## config.mk

```make
export PLATFORM = sky130hd
export DESIGN_NAME = sub_pipe_flat
export DESIGN_NICKNAME = d
export VERILOG_FILES = /design/src/rtl/sub_pipe_if.sv /design/src/rtl/sub_pipe.sv /design/src/flat_wrapper.sv
export SDC_FILE = /design/constraint.sdc
export NUM_CORES = 1
export LEC_CHECK = 0
export ABC_CLOCK_PERIOD_IN_PS = 2900
export CORE_MARGIN = 3
export CORE_UTILIZATION = 40
export DETAILED_ROUTE_END_ITERATION = 7
export SLEW_MARGIN = 25
export SYNTH_ARGS = -nofsm -noshare
export SYNTH_HDL_FRONTEND = slang
export SYNTH_SLANG_ARGS = --single-unit
```

## constraint.sdc

```tcl
create_clock -name Clk -period 2.9 [get_ports Clk]
set_input_delay 0.58 -clock Clk [delete_from_list [all_inputs] [get_ports Clk]]
set_output_delay 0.58 -clock Clk [all_outputs]
set_load 0.02 [all_outputs]
```

## src/rtl/sub_pipe_if.sv

```systemverilog
// Handshake and data bundle for the pipelined add/subtract unit.
interface sub_pipe_if #(
  parameter int unsigned DATAWIDTH = 16
);
  logic                 InValid;
  logic                 InReady;
  logic [DATAWIDTH-1:0] A;
  logic [DATAWIDTH-1:0] B;
  logic [1:0]           Op;
  logic                 Signed;
  logic                 OutValid;
  logic                 OutReady;
  logic [DATAWIDTH-1:0] Diff;
  logic                 Ovf;

  // Producer/consumer side: drives operands and result acceptance.
  modport master (
    output InValid, A, B, Op, Signed, OutReady,
    input  InReady, OutValid, Diff, Ovf
  );

  // Arithmetic unit side.
  modport slave (
    input  InValid, A, B, Op, Signed, OutReady,
    output InReady, OutValid, Diff, Ovf
  );
endinterface

```

## src/rtl/sub_pipe.sv

```systemverilog
// Pipelined add/subtract unit with signed/unsigned modes, overflow
// reporting, optional saturation and valid/ready flow control.
// Arithmetic happens in stage 1; later stages only delay the beat.
module sub_pipe #(
  parameter int unsigned DATAWIDTH = 16,
  parameter int unsigned STAGES    = 2,
  parameter int unsigned SATURATE  = 1
) (
  input logic       Clk,
  input logic       Rst,
  sub_pipe_if.slave bus
);

  localparam int unsigned W = DATAWIDTH;

  logic         adv;
  logic [W:0]   ext_a;
  logic [W:0]   ext_b;
  logic [W:0]   sub_ab;
  logic [W:0]   sub_ba;
  logic [W:0]   sum_ab;
  logic [W:0]   raw;
  logic [W-1:0] sat_val;
  logic         raw_ovf;
  logic [W-1:0] s1_diff;
  logic         s1_ovf;

  logic [STAGES-1:0] valid_q;
  logic [STAGES-1:0] valid_d;
  logic [STAGES-1:0] ovf_q;
  logic [STAGES-1:0] ovf_d;
  logic [W-1:0]      diff_q [STAGES];
  logic [W-1:0]      diff_d [STAGES];

  // Whole pipe moves together; a held output freezes every stage, so
  // bubbles behind a stalled beat are kept rather than squeezed out.
  assign adv          = !valid_q[STAGES-1] || bus.OutReady;
  assign bus.InReady  = adv;
  assign bus.OutValid = valid_q[STAGES-1];
  assign bus.Diff     = diff_q[STAGES-1];
  assign bus.Ovf      = ovf_q[STAGES-1];

  // Stage-1 arithmetic on W+1 bit operands, then overflow and clamping.
  always_comb begin
    ext_a   = bus.Signed ? {bus.A[W-1], bus.A} : {1'b0, bus.A};
    ext_b   = bus.Signed ? {bus.B[W-1], bus.B} : {1'b0, bus.B};
    sub_ab  = ext_a - ext_b;
    sub_ba  = ext_b - ext_a;
    sum_ab  = ext_a + ext_b;
    raw     = sub_ab;
    raw_ovf = 1'b0;
    sat_val = '0;
    s1_diff = '0;
    s1_ovf  = 1'b0;
    case (bus.Op)
      2'b00:   raw = sub_ab;
      2'b01:   raw = sub_ba;
      2'b10:   raw = sum_ab;
      default: raw = sub_ab[W] ? -sub_ab : sub_ab;
    endcase
    if (bus.Op == 2'b11) begin
      // Magnitude of the difference always fits W bits unsigned.
      s1_diff = raw[W-1:0];
      s1_ovf  = 1'b0;
    end else begin
      if (bus.Signed) begin
        raw_ovf = raw[W] ^ raw[W-1];
        sat_val = {raw[W], {(W-1){~raw[W]}}};
      end else begin
        raw_ovf = raw[W];
        sat_val = (bus.Op == 2'b10) ? '1 : '0;
      end
      s1_ovf  = raw_ovf;
      s1_diff = (raw_ovf && (SATURATE != 0)) ? sat_val : raw[W-1:0];
    end
  end

  // Next-state of the delay line: shift on advance, otherwise hold.
  always_comb begin
    valid_d = valid_q;
    ovf_d   = ovf_q;
    diff_d  = diff_q;
    if (adv) begin
      valid_d[0] = bus.InValid;
      ovf_d[0]   = s1_ovf;
      diff_d[0]  = s1_diff;
      for (int unsigned i = 1; i < STAGES; i++) begin
        valid_d[i] = valid_q[i-1];
        ovf_d[i]   = ovf_q[i-1];
        diff_d[i]  = diff_q[i-1];
      end
    end
  end

  // Stage registers; reset discards anything in flight.
  always_ff @(posedge Clk or negedge Rst) begin
    if (!Rst) begin
      valid_q <= '0;
      ovf_q   <= '0;
      for (int unsigned i = 0; i < STAGES; i++) begin
        diff_q[i] <= '0;
      end
    end else begin
      valid_q <= valid_d;
      ovf_q   <= ovf_d;
      diff_q  <= diff_d;
    end
  end

endmodule
```

## src/flat_wrapper.sv

```systemverilog
// flat-port wrapper written by rule: the top's interface ports become plain ports
module sub_pipe_flat 
#(
  parameter int unsigned DATAWIDTH = 16,
  parameter int unsigned STAGES    = 2,
  parameter int unsigned SATURATE  = 1
)
  (Clk, Rst, bus_InValid, bus_A, bus_B, bus_Op, bus_Signed, bus_OutReady, bus_InReady, bus_OutValid, bus_Diff, bus_Ovf);
  sub_pipe_if #(.DATAWIDTH(DATAWIDTH)) bus_i ();
  input logic Clk;
  input logic Rst;
  input wire logic [$bits(bus_i.InValid)-1:0] bus_InValid;
  input wire logic [$bits(bus_i.A)-1:0] bus_A;
  input wire logic [$bits(bus_i.B)-1:0] bus_B;
  input wire logic [$bits(bus_i.Op)-1:0] bus_Op;
  input wire logic [$bits(bus_i.Signed)-1:0] bus_Signed;
  input wire logic [$bits(bus_i.OutReady)-1:0] bus_OutReady;
  output wire logic [$bits(bus_i.InReady)-1:0] bus_InReady;
  output wire logic [$bits(bus_i.OutValid)-1:0] bus_OutValid;
  output wire logic [$bits(bus_i.Diff)-1:0] bus_Diff;
  output wire logic [$bits(bus_i.Ovf)-1:0] bus_Ovf;
  assign bus_i.InValid = bus_InValid;
  assign bus_i.A = bus_A;
  assign bus_i.B = bus_B;
  assign bus_i.Op = bus_Op;
  assign bus_i.Signed = bus_Signed;
  assign bus_i.OutReady = bus_OutReady;
  assign bus_InReady = bus_i.InReady;
  assign bus_OutValid = bus_i.OutValid;
  assign bus_Diff = bus_i.Diff;
  assign bus_Ovf = bus_i.Ovf;
  sub_pipe #(.DATAWIDTH(DATAWIDTH), .STAGES(STAGES), .SATURATE(SATURATE)) u_core (.Clk(Clk), .Rst(Rst), .bus(bus_i));
endmodule
```

== Word-level counts from Yosys, hierarchy flattened ==
Index checks and enable logic that the tools add are counted.
Storage, ports and cells
  bits in registers: 36
  input bits: 39
  output and inout port bits: 19
  logic and storage cells: 27
Operators by class
  $add $sub $neg: 4
  equal/unequal tests: 3
  mux-type cells: 11
  bitwise logic cells: 2
  reduce and logical (&&, ||, !) cells: 3
Operator list (count)
  16-bit two-way mux: 4
  17-bit two-way mux: 3
  17-bit case mux with 3 select lines: 1
  17-bit subtractor: 2
  17-bit adder: 1
  17-bit negator: 1
  2-bit equality test, second input constant: 2
  1-bit two-way mux: 3
  2-bit by 1-bit equality test with 1-bit output, second input constant: 1
  2-bit zero test: 1
  1-bit zero test: 1
  1-bit logical OR: 1
  1-bit NOT: 1
  1-bit bitwise XOR: 1

== Longest topological paths before layout ==
  depth after elaboration: 10
  mapped depth: 19
  mapped depth without buffers: 17

== Worst setup path before layout ==
OpenSTA, ideal clock, no wires.
  kind: input-to-reg
  start point: input bus_A[6]
  end point: register u_core.diff_q[22] (netlist name)
  data arrival time: 4287 ps
  required time: 2769 ps
  slack: -1518 ps
  cell stages on the path: 16
  buffers on the path: 1
  cells stage by stage: or4_1 -> nor3_1 -> nor4b_1 -> a21oi_1 -> xor2_1 -> ha_1 -> and3_1 -> and2_1 -> a221oi_1 -> o21ai_0 -> xnor2_1 -> o32ai_1 -> clkbuf_1 -> a22o_1 -> and3_1 -> or3_1
On the way
  word-level cells in the longest chain between the ends: 10
  elaborated cells on any way between the ends: 14
RTL lines
  from (decl): line flat_wrapper.sv:13  | input wire logic [$bits(bus_i.A)-1:0] bus_A;
  17-bit two-way mux *: line sub_pipe.sv:45  | ext_a = bus.Signed ? {bus.A[W-1], bus.A} : {1'b0, bus.A};
  17-bit subtractor: line sub_pipe.sv:47  | sub_ab = ext_a - ext_b;
  17-bit negator: line sub_pipe.sv:59  | default: raw = sub_ab[W] ? -sub_ab : sub_ab;
  17-bit two-way mux: line sub_pipe.sv:59
  17-bit case mux with 3 select lines *: line sub_pipe.sv:55  | case (bus.Op)
  1-bit bitwise XOR: line sub_pipe.sv:67  | raw_ovf = raw[W] ^ raw[W-1];
  1-bit two-way mux: line sub_pipe.sv:66  | if (bus.Signed) begin
  1-bit two-way mux: line sub_pipe.sv:61  | if (bus.Op == 2'b11) begin
  16-bit two-way mux: line sub_pipe.sv:74  | s1_diff = (raw_ovf && (SATURATE != 0)) ? sat_val : raw[W-1:0];
  16-bit two-way mux *: line sub_pipe.sv:61
  to (signal assigned): line sub_pipe.sv:106  | diff_q <= diff_d;
  to (decl): line sub_pipe.sv:32  | logic [W-1:0] diff_q [STAGES];
Mark *: on every way between the ends. The rest lies on a longest branch, timed or not. The select of a mux whose other input is x is not followed.
A chain may end at the register's enable or synchronous reset.

== Worst setup path after layout ==
  start point: input bus_A[5]
  end point: register u_core.diff_q[22] (netlist name)
The elaborated chain is that of the path after synthesis.

==> run summary <==
vias in the first global route - 5487
DP Cell Count - 991
core region area - 11100 µm²
Yosys cell types - 68
Worst Setup Path Type - input port to register
FFs w/ async S/R, synth - 1.00
GRT Util Overall - 0.247
placed cell area - 6810 µm²
final hold vios - 0
fill cell count - 947
Post-Synth Adder-Cell Area - 0.111
fin cells - 1025
r2r startpoint - u_core.valid_q[1]
Post-synth EDFFs - 0
syn nets - 703
Die H - 114 µm
post-synth top area share - 0.194
switch share - 0.394
first-pass detailed-route iteration total - 5
port bufs - 57
share of cells above drive strength 1 - 0.398
Comb power frac - 0.644
IO Count - 58
largest family of logic cells by synthesized area - compound AO/OA/AOI/OAI gates
final instance area - 7610 µm²
main area contributors after synthesis - dfrtp_1 19%, ha_1 10%, nand2_1 8.0%, xor2_1 5.3%, a21oi_1 4.9%
CTS Hold Bufs - 0
largest net degree at the start of global routing - 37
critical path arrival - 4.16 ns
WP data required - 3.05 ns
max-cap violation count - 0
XOR/XNOR Fraction of Synth Area - 0.0943
clk_lat worst skew - 0.28 ns
Starting Density - 0.419
drt via density - 5.37
share of power burned in registers - 0.209
status - finished, violations left
Clock Pin Slew Worst Setup and Hold Paths - 0.05 ns
chip width - 114 µm
Max VDD drop - 0.000659 V
initial antenna violation count - 0
Critical Path Max Stage Delay - 0.59 ns
worst reg-to-reg setup slack - 0.90 ns
cell repeated most along the worst path - and3_4
drt total wl - 16.3 mm
Synth area leader - dfrtp_1
Crit Reg-Reg Endpoint - u_core.diff_q[18]
GPL Wtd Cong - 0.953
Setup TNS - -17.56 ns
Critical Path Fanout Max - 7
Slew HR - 0.571
power density of the placed cells - 475 nW/µm²
first-pass GRT wire length - 26.1 mm
pre-CTS setup slack - -1.96 ns
CP startpoint - bus_A[5]
CTS tree - yes
min setup slack post-route - -1.10 ns
sequential fraction of the synthesis area - 0.194
mux contribution to synthesized area - 0.0159
CP max stage cell - or4_4
ys flop type - dfrtp_1
ANT cells - 0
grt total ovfl - 0
WL per Instance - 15.9 µm
clk root buf - clkbuf_16
nets - 963
fin util - 0.687
DRT iter0 DRCs - 373
CTS Buf Count - 5
f_max - 250 MHz
Synth Area in Compound Gates - 0.261
sw power - 0.00143 W
Die ar. - 12900 µm²
mean post-synth cell area - 7.44 µm²
RSZ-0062 raised after global routing - yes
dpl hpwl - 12.7 mm
HP Class - register to register
DRC - 0
area grow syn2layout - 64.0%
Synthesis Warnings - 0
Clock Path Buffers - 2
FP Rows - 38
cell depth of the worst flop-to-flop path - 8
H-tree depth - 2
CP endpoint kind - register
crit path capture - u_core.diff_q[22]
ratio of final minimum period to clock period - 1.38
synthesized area - 4640 µm²
post-synthesis sequential element count - 36
via count - 5503
clock group share of total power - 0.147
Final Slew Violations - 0
min cycle time layout - 4.00 ns
clk_skew - 0.00423 ns
Internal Dissipation - 0.00219 W
Setup-failing EPs final - 17
worst path cell trace - buf_6, or4_4, nor3_4, nor4b_4, a21oi_2, xor2_1, ha_1, and3_4, and2_4, a221oi_4, o21ai_2, xnor2_2, o32ai_4, a22o_4, and3_4, or3_1
Tightest Pin Transition - 0.636 ns
Post-Synth Simple-Gate Area - 0.248
Post-Syn Instances - 624
Detail Route Antenna Nets - 0
failing checks - setup timing
Pleak - 3.56 nW
# clock sinks - 36
Critical Path Source Type - input port
-- stage by stage --
step                      total power (W)  hold slack [ns]
after floorplan                   0.00195            0.284
after global placement            0.00275            0.448
after detailed placement          0.00280            0.453
after CTS                         0.00348            0.468
after global routing              0.00385            0.491
final                             0.00362            0.463
-- layout by cell type, fill, tap and decap left out, types with 10 or more instances in the layout --
cell	count
buf_4	226
nand2_1	93
nor2_1	44
clkdlybuf4s50_1	39
a21oi_1	38
dfrtp_1	36
inv_1	31
ha_1	30
xor2_1	28
o21ai_0	22
xnor2_1	20
nand3_1	14
nand2b_1	10
-- critical path, delay by kind of cell --
family	cells	cell delay, ns
compound gates	5	0.95
xor+xnor	2	0.37
fa+ha+maj	1	0.33
buf+inv	1	0.09
simple gates	7	1.84
-- kinds of logic after synthesis --
group	count (synthesis)
AO/OA/AOI/OAI	180
XOR/XNOR	50
adder cells (fa/ha/maj)	40
buffers and inverters	73
flip-flops	36
multiplexers	7
AND/OR/NAND/NOR	238
-- power groups by stage --
stage / Sequential, W / Clock (W) / Combinational (W)
after floorplan: 0.000750 / 0 / 0.00120
after global placement: 0.000758 / 0 / 0.00199
after detailed placement: 0.000766 / 0 / 0.00203
after CTS: 0.000758 / 0.000542 / 0.00218
after global routing: 0.000778 / 0.000560 / 0.00251
final: 0.000755 / 0.000533 / 0.00233
-- worst min-delay path by stage --
stage / start / to / slack (ns) / cells past startpoint
2_1_floorplan: Rst / u_core.bus.Diff[0] / 0.28 / 0
3_3_place_gp: u_core.bus.Diff[5] / u_core.bus.Diff[5] / 0.45 / 2
3_5_place_dp: u_core.valid_q[0] / u_core.valid_q[0] / 0.45 / 2
4_1_cts: u_core.bus.Diff[6] / u_core.bus.Diff[6] / 0.47 / 2
5_1_grt: u_core.valid_q[0] / u_core.valid_q[0] / 0.49 / 2
6_report: u_core.bus.Diff[8] / u_core.bus.Diff[8] / 0.46 / 2
-- repair_timing --
action                                  CTS  global route
pin swaps                                41            22
endpoints found under the setup margin   17            17
gates resized for setup                 106            56
endpoints found under the hold margin     0             0
gates cloned                              1             0
buffers inserted                         23             4
-- cells in the mapped netlist (5+ instances only) --
library cell / number
dfrtp_1: 36
nand3_1: 18
o21ai_0: 37
clkbuf_1: 17
inv_1: 36
a211oi_1: 10
nand2b_1: 11
xor2_1: 28
a31o_2: 5
nand4_1: 5
a21o_1: 5
nor3_1: 13
xnor2_1: 22
buf_4: 16
o21a_1: 9
nor2b_1: 8
o22a_1: 5
nand2_1: 99
nor2_1: 46
o211ai_1: 5
nor4_1: 6
ha_1: 38
a22oi_1: 8
o22ai_1: 8
a21oi_1: 45
-- layer usage --
layer / global-route usage / share of wire / vias up
met5: 0 / 0 / -
met4: 0.107 / 0.040 / 0
met3: 0.0202 / 0.033 / 41
met2: 0.440 / 0.50 / 130
met1: 0.304 / 0.43 / 2576
li1: - / - / 2756
-- area by class of cell --
cell class	count	area, µm²	share of cell area
Tap cell	140	175	0.0230
Multi-Input combinational cell	515	3920	0.515
Clock buffer	8	146	0.0192
Sequential cell	36	901	0.118
Timing Repair Buffer	290	2330	0.306
Inverter	36	135	0.0177
-- state kept, by name, indices dropped and copies added, names as in the netlist --
name,count
u_core.bus.Diff,16
u_core.diff_q,16
u_core.ovf_q,2
u_core.valid_q,2
(Power assumes the default switching activity.)
